<file path="config.mk">
export PLATFORM = sky130hd
export DESIGN_NAME = usb_token_scheduler
export DESIGN_NICKNAME = d
export VERILOG_FILES = /design/src/rtl/usb_token_scheduler.sv
export SDC_FILE = /design/constraint.sdc
export NUM_CORES = 1
export LEC_CHECK = 0
export ABC_AREA = 1
export CORE_ASPECT_RATIO = 0.7
export CORE_MARGIN = 1
export CORE_UTILIZATION = 42
export CTS_CLUSTER_DIAMETER = 150
export DETAILED_ROUTE_END_ITERATION = 8
export GPL_TIMING_DRIVEN = 0
export MAX_ROUTING_LAYER = met4
export PLACE_DENSITY = 0.78
export SLEW_MARGIN = 20
export SYNTH_ARGS = -nofsm -noshare
export SYNTH_HDL_FRONTEND = slang
export SYNTH_SLANG_ARGS = --single-unit
</file>
<file path="constraint.sdc">
create_clock -name clk -period 1.89 [get_ports clk]
set_clock_uncertainty 0.15 [all_clocks]
set_input_delay 0.4725 -clock clk [delete_from_list [all_inputs] [get_ports clk]]
set_output_delay 0.4725 -clock clk [all_outputs]
set_load 0.05 [all_outputs]
</file>
<file path="src/rtl/usb_token_scheduler.sv">
// Strict-priority owner of the single USB token generator (enum > trans > kbd).
// Define USB_TOKEN_KBD_AGING_EN to promote a starved keyboard engine above trans.
module usb_token_scheduler #(
  parameter int unsigned      CNT_W          = 16,
  parameter logic [CNT_W-1:0] TIMEOUT_CYCLES = 16'd20000,
  parameter logic [3:0]       AGE_LIMIT      = 4'd4
) (
  input  logic       clk,
  input  logic       rst,
  input  logic       enum_req,
  input  logic [1:0] enum_type,
  input  logic [6:0] enum_addr,
  input  logic [3:0] enum_endp,
  output logic       enum_gnt,
  input  logic       trans_req,
  input  logic [1:0] trans_type,
  input  logic [6:0] trans_addr,
  input  logic [3:0] trans_endp,
  output logic       trans_gnt,
  input  logic       kbd_req,
  input  logic [1:0] kbd_type,
  input  logic [6:0] kbd_addr,
  input  logic [3:0] kbd_endp,
  output logic       kbd_gnt,
  input  logic       eof_guard,
  input  logic       token_busy,
  input  logic       txn_done,
  output logic       token_start,
  output logic [1:0] token_type,
  output logic [6:0] token_addr,
  output logic [3:0] token_endp,
  output logic [1:0] grant_id,
  output logic       busy,
  output logic       timeout_err
);

  typedef enum logic [1:0] {IDLE = 2'd0, ISSUE = 2'd1, WAIT_DONE = 2'd2} state_t;

  localparam logic [1:0]       GID_NONE  = 2'd0;
  localparam logic [1:0]       GID_ENUM  = 2'd1;
  localparam logic [1:0]       GID_TRANS = 2'd2;
  localparam logic [1:0]       GID_KBD   = 2'd3;
  localparam logic [CNT_W-1:0] TMO_LAST  = TIMEOUT_CYCLES - 1'b1;

  function automatic logic [CNT_W-1:0] sat_inc_timer(input logic [CNT_W-1:0] v);
    return (&v) ? v : v + 1'b1;
  endfunction

  state_t           state_q, state_d;
  logic [CNT_W-1:0] timer_q, timer_d;
  logic [1:0]       type_q, type_d;
  logic [6:0]       addr_q, addr_d;
  logic [3:0]       endp_q, endp_d;
  logic [1:0]       gid_q, gid_d;
  logic             enum_gnt_q, enum_gnt_d;
  logic             trans_gnt_q, trans_gnt_d;
  logic             kbd_gnt_q, kbd_gnt_d;
  logic             start_q, start_d;
  logic             tmo_q, tmo_d;
  logic [1:0]       pick;
  logic             kbd_promoted;

`ifdef USB_TOKEN_KBD_AGING_EN
  function automatic logic [3:0] sat_inc_age(input logic [3:0] v);
    return (&v) ? v : v + 1'b1;
  endfunction

  logic [3:0] kbd_age_q, kbd_age_d;

  assign kbd_promoted = (kbd_age_q >= AGE_LIMIT);

  // Age counts keyboard losses; any keyboard win restarts it.
  always_comb begin
    kbd_age_d = kbd_age_q;
    if (state_q == IDLE) begin
      if (pick == GID_KBD)
        kbd_age_d = '0;
      else if (pick != GID_NONE && kbd_req)
        kbd_age_d = sat_inc_age(kbd_age_q);
    end
  end

  always_ff @(posedge clk) begin
    if (rst) kbd_age_q <= '0;
    else     kbd_age_q <= kbd_age_d;
  end
`else
  logic unused_age_limit;
  assign kbd_promoted     = 1'b0;
  assign unused_age_limit = ^AGE_LIMIT;
`endif

  always_comb begin
    pick = GID_NONE;
    if (!eof_guard) begin
      if (enum_req)                     pick = GID_ENUM;
      else if (kbd_req && kbd_promoted) pick = GID_KBD;
      else if (trans_req)               pick = GID_TRANS;
      else if (kbd_req)                 pick = GID_KBD;
    end
  end

  always_comb begin
    state_d     = state_q;
    timer_d     = timer_q;
    type_d      = type_q;
    addr_d      = addr_q;
    endp_d      = endp_q;
    gid_d       = gid_q;
    enum_gnt_d  = 1'b0;
    trans_gnt_d = 1'b0;
    kbd_gnt_d   = 1'b0;
    start_d     = 1'b0;
    tmo_d       = 1'b0;
    case (state_q)
      IDLE: begin
        if (pick != GID_NONE) begin
          state_d = ISSUE;
          gid_d   = pick;
          case (pick)
            GID_ENUM: begin
              type_d = enum_type;  addr_d = enum_addr;  endp_d = enum_endp;
              enum_gnt_d = 1'b1;
            end
            GID_TRANS: begin
              type_d = trans_type; addr_d = trans_addr; endp_d = trans_endp;
              trans_gnt_d = 1'b1;
            end
            default: begin
              type_d = kbd_type;   addr_d = kbd_addr;   endp_d = kbd_endp;
              kbd_gnt_d = 1'b1;
            end
          endcase
        end
      end
      ISSUE: begin
        if (!token_busy) begin
          start_d = 1'b1;
          timer_d = '0;
          state_d = WAIT_DONE;
        end
      end
      WAIT_DONE: begin
        timer_d = sat_inc_timer(timer_q);
        // A done pulse on the final timeout cycle still counts as success.
        if (txn_done) begin
          state_d = IDLE;
          gid_d   = GID_NONE;
        end else if (timer_q == TMO_LAST) begin
          tmo_d   = 1'b1;
          state_d = IDLE;
          gid_d   = GID_NONE;
        end
      end
      default: state_d = IDLE;
    endcase
  end

  always_ff @(posedge clk) begin
    if (rst) begin
      state_q     <= IDLE;
      timer_q     <= '0;
      type_q      <= '0;
      addr_q      <= '0;
      endp_q      <= '0;
      gid_q       <= GID_NONE;
      enum_gnt_q  <= 1'b0;
      trans_gnt_q <= 1'b0;
      kbd_gnt_q   <= 1'b0;
      start_q     <= 1'b0;
      tmo_q       <= 1'b0;
    end else begin
      state_q     <= state_d;
      timer_q     <= timer_d;
      type_q      <= type_d;
      addr_q      <= addr_d;
      endp_q      <= endp_d;
      gid_q       <= gid_d;
      enum_gnt_q  <= enum_gnt_d;
      trans_gnt_q <= trans_gnt_d;
      kbd_gnt_q   <= kbd_gnt_d;
      start_q     <= start_d;
      tmo_q       <= tmo_d;
    end
  end

  assign enum_gnt    = enum_gnt_q;
  assign trans_gnt   = trans_gnt_q;
  assign kbd_gnt     = kbd_gnt_q;
  assign token_start = start_q;
  assign token_type  = type_q;
  assign token_addr  = addr_q;
  assign token_endp  = endp_q;
  assign grant_id    = gid_q;
  assign busy        = (state_q != IDLE);
  assign timeout_err = tmo_q;

endmodule

</file>
==> out/summary.txt, run 1 <==
outcome = finished, final reports clean
largest net degree at the start of global routing = 13
CP Data Arrival Time = 1220 ps
drt first pass iters = 5
top cell type's share of synthesized area = 36.0%
Num CTS Buffers = 5
share of layout cells above drive strength 1 = 15.7%
Reg clk slew, reported paths = 80 ps
clock sink count = 38
layout net count = 452
first-pass GRT wire length = 10,700 um
CP max FO = 4
clock tree root buffer cell = clkbuf_8
fin util = 65.7%
synth warn = 0
Gate Count Post-Synth = 316
final setup violating endpoints = 0
DR DRC count = 0
die area = 5330 um^2
clk_lat worst skew = 300 ps
Post-DRT Antenna Nets = 0
# diodes = 0
HP Class = reg -> reg
post-synthesis register bit count = 38
dpl cells = 452
reg-to-reg critical path startpoint = timer_q[1]$_SDFFE_PP0P_
initial core utilization = 44.0%
Syn Area/Cell = 6.69 um^2
worst setup path class = reg -> out
Net Count, Synth = 367
Iter 0 DRT Violations = 263
RSZ-0062 raised after global routing = yes
CP Capture Type = output pin
Final Max Tran Viols = 0
FF-to-FF path depth = 9
worst slew pin tran = 520 ps
Synth-to-Final Area Change = 49.3%
initial antenna violation count = 0
max_cap viols = 0
Synth area leaders = dfxtp_1 36%, nand2_1 13%, a21oi_1 9.9%
overall die height = 61.4 um
R2R Setup Slk = 120 ps
number of placed I/O pins = 68
final hold vios = 0
row count = 21
Post-DP HPWL = 4740 um
die width = 86.8 um
CP startpoint = state_q[0]$_SDFFE_PP0P_
Placer Congestion = 0.900
Worst EP required = 1270 ps
Leak = 1.30 nW
fin crit share = 97.5%
GRT Total Usage = 27.8%
Worst Hold Path Cells = 2
register area share after synthesis = 36.0%
Startpoint Class = flop
Overflow after GRT = 0
Worst R2R End = timer_q[2]$_SDFFE_PP0P_
Slew HR = 65.5%
Fmax achieved = 543 MHz
IO buf count = 67
worst vdd ir = 0.475 mV
post-route insts no fill = 471
WL/cell = 14.1 um
pwr/cell area = 662 nW/um^2
CORE AREA = 4810 um^2
post-synth top area cell = dfxtp_1
Tmin final = 1840 ps
CTS H-tree lvls = 2
Yosys cell types = 24
number of global-route vias before repair = 2,244
CTS Buffer Depth = 2
final wirelength = 6660 um
vias per cell = 5.32
via count = 2,508
crit path to = busy
Post-Syn Area = 2110 um^2
TritonCTS clock tree = built
-- placed cells by master (no fill, tap or decap), types with 4 or more instances in the layout --
cell type        instances
nand2_1                 69
clkdlybuf4s50_1         42
dfxtp_1                 37
nor2_1                  36
a21oi_1                 36
nand3_1                 27
dlygate4sd2_1           24
inv_1                   23
o21ai_0                 15
a22o_1                  13
clkbuf_8                10
buf_4                   10
nand2_2                  7
nand4_1                  7
a21oi_2                  5
inv_2                    4
buf_6                    4
-- registers in the layout, summed over array words and instances, names as in the netlist --
name and count:
grant_id 2, token_addr 7, trans_gnt 1, token_start 1
kbd_gnt 1, timer_q 16, token_endp 4, timeout_err 1
token_type 2, state_q 2, enum_gnt 1
-- cells in the mapped netlist --
cell type   n
clkbuf_1    8
nor3b_1     1
nand2_1    71
nor2_1     36
o21bai_1    1
o21bai_2    1
nand3_1    27
inv_2       1
o21ai_0    15
nor2_2      4
a21oi_1    42
o211ai_1    1
inv_1      28
nand4_1     7
nand2_2     5
a22o_1     13
buf_6       2
or2_2       3
nor3_1      3
nor4_1      1
dfxtp_1    38
ha_1        4
buf_2       2
nor2_4      2
-- per-layer routing --
metal / track usage (%) / vias up / wire (um)
met2: 42.1 / 103 / 2860
met3: 6.30 / 16 / 473
met4: 9.52 / 0 / 131
met5: - / - / 0
met1: 36.7 / 1167 / 3200
li1: - / 1222 / -
-- worst min-delay path by stage --
stage                                  start                        to  slack, ps
finish              grant_id[1]$_SDFFE_PP0P_  grant_id[1]$_SDFFE_PP0P_        320
global route        grant_id[1]$_SDFFE_PP0P_  grant_id[1]$_SDFFE_PP0P_        360
CTS                 grant_id[1]$_SDFFE_PP0P_  grant_id[1]$_SDFFE_PP0P_        320
detailed placement  grant_id[0]$_SDFFE_PP0P_  grant_id[0]$_SDFFE_PP0P_        300
global placement    grant_id[0]$_SDFFE_PP0P_  grant_id[0]$_SDFFE_PP0P_        310
floorplan            timer_q[1]$_SDFFE_PP0P_   timer_q[1]$_SDFFE_PP0P_        330
-- through the flow --
stage / setup TNS [ps] / hold WS [ps] / area [um^2] / power, mW / worst slack [ps]
4_1_cts: 0 / 319 / 3120 / 2.08 / 1.48
5_1_grt: -83.2 / 360 / 3160 / 2.18 / -24.4
2_1_floorplan: 0 / 327 / 2130 / 1.21 / 33.1
3_5_place_dp: -15180 / 304 / 2890 / 1.45 / -714
6_report: 0 / 316 / 3160 / 2.09 / 47.3
3_3_place_gp: -14430 / 307 / 2890 / 1.44 / -675
-- layout make-up --
type | instances | area (um^2)
Buffer | 12 | 113
Clock buffer | 6 | 82.6
Clock inverter | 2 | 12.5
Fill cell | 401 | 1650
Inverter | 29 | 114
Multi-Input combinational cell | 237 | 1260
Sequential cell | 38 | 762
Tap cell | 69 | 86.3
Timing Repair Buffer | 78 | 722
-- what timing repair did --
item	4_1_cts	5_1_grt
setup endpoints to repair	40	26
gates resized for setup	59	10
gates cloned	2	0
buffers inserted	7	2
pin swaps	7	2
hold endpoints to repair	0	0
hold buffers	0	0
-- critical path, stage by stage (launching register included) --
cell	delay, ps
dfxtp_1	420
nor2_1	70
inv_1	140
buf_2	290
-- cell families (layout without fill, tap and decap cells) --
kind of cell | after synthesis | count (layout) | synth area share [%]
buffers and inverters | 41 | 127 | 8.11
AND/OR/NAND/NOR | 160 | 160 | 33.4
adder cells (fa/ha/maj) | 4 | 4 | 2.37
AO/OA/AOI/OAI | 73 | 73 | 20.1
flip-flops | 38 | 38 | 36.0
-- power by group --
| group | switching [mW] | internal (mW) | total [mW] |
|---|---|---|---|
| sequential | 0.0253 | 0.846 | 0.871 |
| combinational | 0.368 | 0.252 | 0.620 |
| clock | 0.307 | 0.293 | 0.600 |
| total | 0.700 | 1.39 | 2.09 |
Note: power is estimated with default switching activity, not from simulation.
==> inputs of run 2 (changes only) <==
--- a/config.mk
+++ b/config.mk
@@ -9,11 +9,13 @@
 export CORE_ASPECT_RATIO = 0.7
 export CORE_MARGIN = 1
 export CORE_UTILIZATION = 42
+export CTS_BUF_LIST = sky130_fd_sc_hd__clkbuf_4 sky130_fd_sc_hd__clkbuf_8 sky130_fd_sc_hd__clkbuf_16
 export CTS_CLUSTER_DIAMETER = 150
 export DETAILED_ROUTE_END_ITERATION = 8
 export GPL_TIMING_DRIVEN = 0
 export MAX_ROUTING_LAYER = met4
 export PLACE_DENSITY = 0.78
+export SKIP_CTS_REPAIR_TIMING = 1
 export SLEW_MARGIN = 20
 export SYNTH_ARGS = -nofsm -noshare
 export SYNTH_HDL_FRONTEND = slang
==> run 2 against run 1 <==
- sequential power hardly changed
- final cell count is 1.1% lower
- global-route usage is 1.5 points lower
- combinational power is 1% higher
- flip-flop and latch count stayed put
- register-to-register slack hardly changed
- worst setup slack better by 6.0 ps
- critical endpoint unchanged
- highest routed layer unchanged
==> out/summary.txt, run 2 (synthesized netlist as in run 1, its figures left out) <==
outcome = finished, final reports clean
first-pass GRT wire length = 10,200 um
Max stage delay cell, worst path = dfxtp_1
Largest register FFs = 16
largest net degree at the start of global routing = 13
Slew HR = 63.8%
WP buf/inv = 2
worst vdd ir = 0.488 mV
reg-to-reg critical path startpoint = timer_q[1]$_SDFFE_PP0P_
initial core utilization = 44.0%
final wirelength = 6480 um
post-route insts no fill = 466
worst setup path class = reg -> out
pwr/cell area = 654 nW/um^2
Hold Startpoint = grant_id[1]$_SDFFE_PP0P_
most frequent cells in the layout = 70 x nand2_1, 42 x clkdlybuf4s50_1, 37 x dfxtp_1
commonest non-fill, non-tap cell in the layout = nand2_1
TritonCTS clock tree = built
max_cap viols = 0
CP Capture Type = output pin
overall die height = 61.4 um
Tmin final = 1840 ps
Biggest register = timer_q
Placer Congestion = 0.900
clk_lat worst skew = 300 ps
CP Data Arrival Time = 1210 ps
CTS H-tree lvls = 2
DR DRC count = 0
number of placed I/O pins = 68
Post-DP HPWL = 4740 um
Reg clk slew, reported paths = 70 ps
Iter 0 DRT Violations = 283
fin crit share = 97.2%
setup TNS = 0 ps
clock tree root buffer cell = clkbuf_8
final setup violating endpoints = 0
worst slew pin tran = 542 ps
HP Class = reg -> reg
slowest stage delay, CP = 400 ps
Post-DRT Antenna Nets = 0
drt first pass iters = 5
CP startpoint = state_q[0]$_SDFFE_PP0P_
CORE AREA = 4810 um^2
post-route cell area = 3210 um^2
number of global-route vias before repair = 2,107
final hold vios = 0
Synth-to-Final Area Change = 51.6%
vias per cell = 5.19
placed inst area = 2890 um^2
# diodes = 0
GRT Total Usage = 26.3%
CP max FO = 4
share of layout cells above drive strength 1 = 15.4%
Final Max Tran Viols = 0
CTS Buffer Depth = 2
die width = 86.8 um
row count = 21
cells along the critical path = nor2_1, inv_1, clkbuf_2
Worst EP required = 1270 ps
die area = 5330 um^2
initial antenna violation count = 0
WL/cell = 13.9 um
IO buf count = 67
dpl cells = 452
Leak = 1.54 nW
Overflow after GRT = 0
clock sink count = 38
Fmax achieved = 544 MHz
via count = 2,417
Num CTS Buffers = 5
delay-heaviest family, CP = buffers and inverters
layout net count = 447
Startpoint Class = flop
-- run 2: changes by cell type in the layout (fill, tap and decap cells not counted), moves of 3 or more --
cell	change
buf_4	-3
a21oi_1	-5
a21oi_2	+6
dlymetal6s2s_1	+24
dlygate4sd2_1	-24
clkbuf_8	-4
-- run 2: where the power goes --
| group | switching [mW] | total (mW) | internal, mW |
|---|---|---|---|
| sequential | 0.0252 | 0.871 | 0.846 |
| combinational | 0.363 | 0.626 | 0.264 |
| clock | 0.306 | 0.599 | 0.293 |
-- run 2: worst paths after layout --
path                                   end  slack [ps]  depth (start not counted)
setup reg to reg  timer_q[13]$_SDFFE_PP0P_         120                         11
hold reg to reg   grant_id[1]$_SDFFE_PP0P_         320                          2
setup / recovery                      busy          50                          3
hold / removal    grant_id[1]$_SDFFE_PP0P_         320                          2
-- run 2: per-stage QoR --
| step | setup slack [ps] | total power, mW | hold WS (ps) | utilization, % |
|---|---|---|---|---|
| floorplan | 33.1 | 1.21 | 327 | - |
| global placement | -675 | 1.44 | 307 | 60.0 |
| detailed placement | -714 | 1.45 | 304 | 60.0 |
| CTS | -478 | 2.04 | 322 | 62.0 |
| global route | -1.12 | 2.19 | 360 | 66.7 |
| finish | 53.3 | 2.10 | 317 | 66.7 |
-- run 2: final cells by class --
class                           instances  area (um^2)
Multi-Input combinational cell        237         1270
Inverter                               29          111
Timing Repair Buffer                   73          771
Fill cell                             395         1600
Clock buffer                            6         82.6
Clock inverter                          2         12.5
Tap cell                               69         86.3
Sequential cell                        38          762
Buffer                                 12          106
-- run 2: worst register-to-register path: stages (launching register included) --
cell and delay (ps):
dfxtp_1 380, ha_1 220, nand2_2 120, nor2_4 160, nand4_1 120, nand2_2 130, nand2_2 70, buf_6 150
nand2_2 50, nand2_1 40, nand2_1 50, inv_1 30
-- run 2: routing by layer --
| metal | share of wire (%) | routed length, um | track usage [%] |
|---|---|---|---|
| met1 | 48 | 3120 | 36.1 |
| met2 | 44 | 2850 | 38.8 |
| met3 | 6.7 | 434 | 5.63 |
| met4 | 1.3 | 82 | 7.86 |
| met5 | 0 | 0 | - |
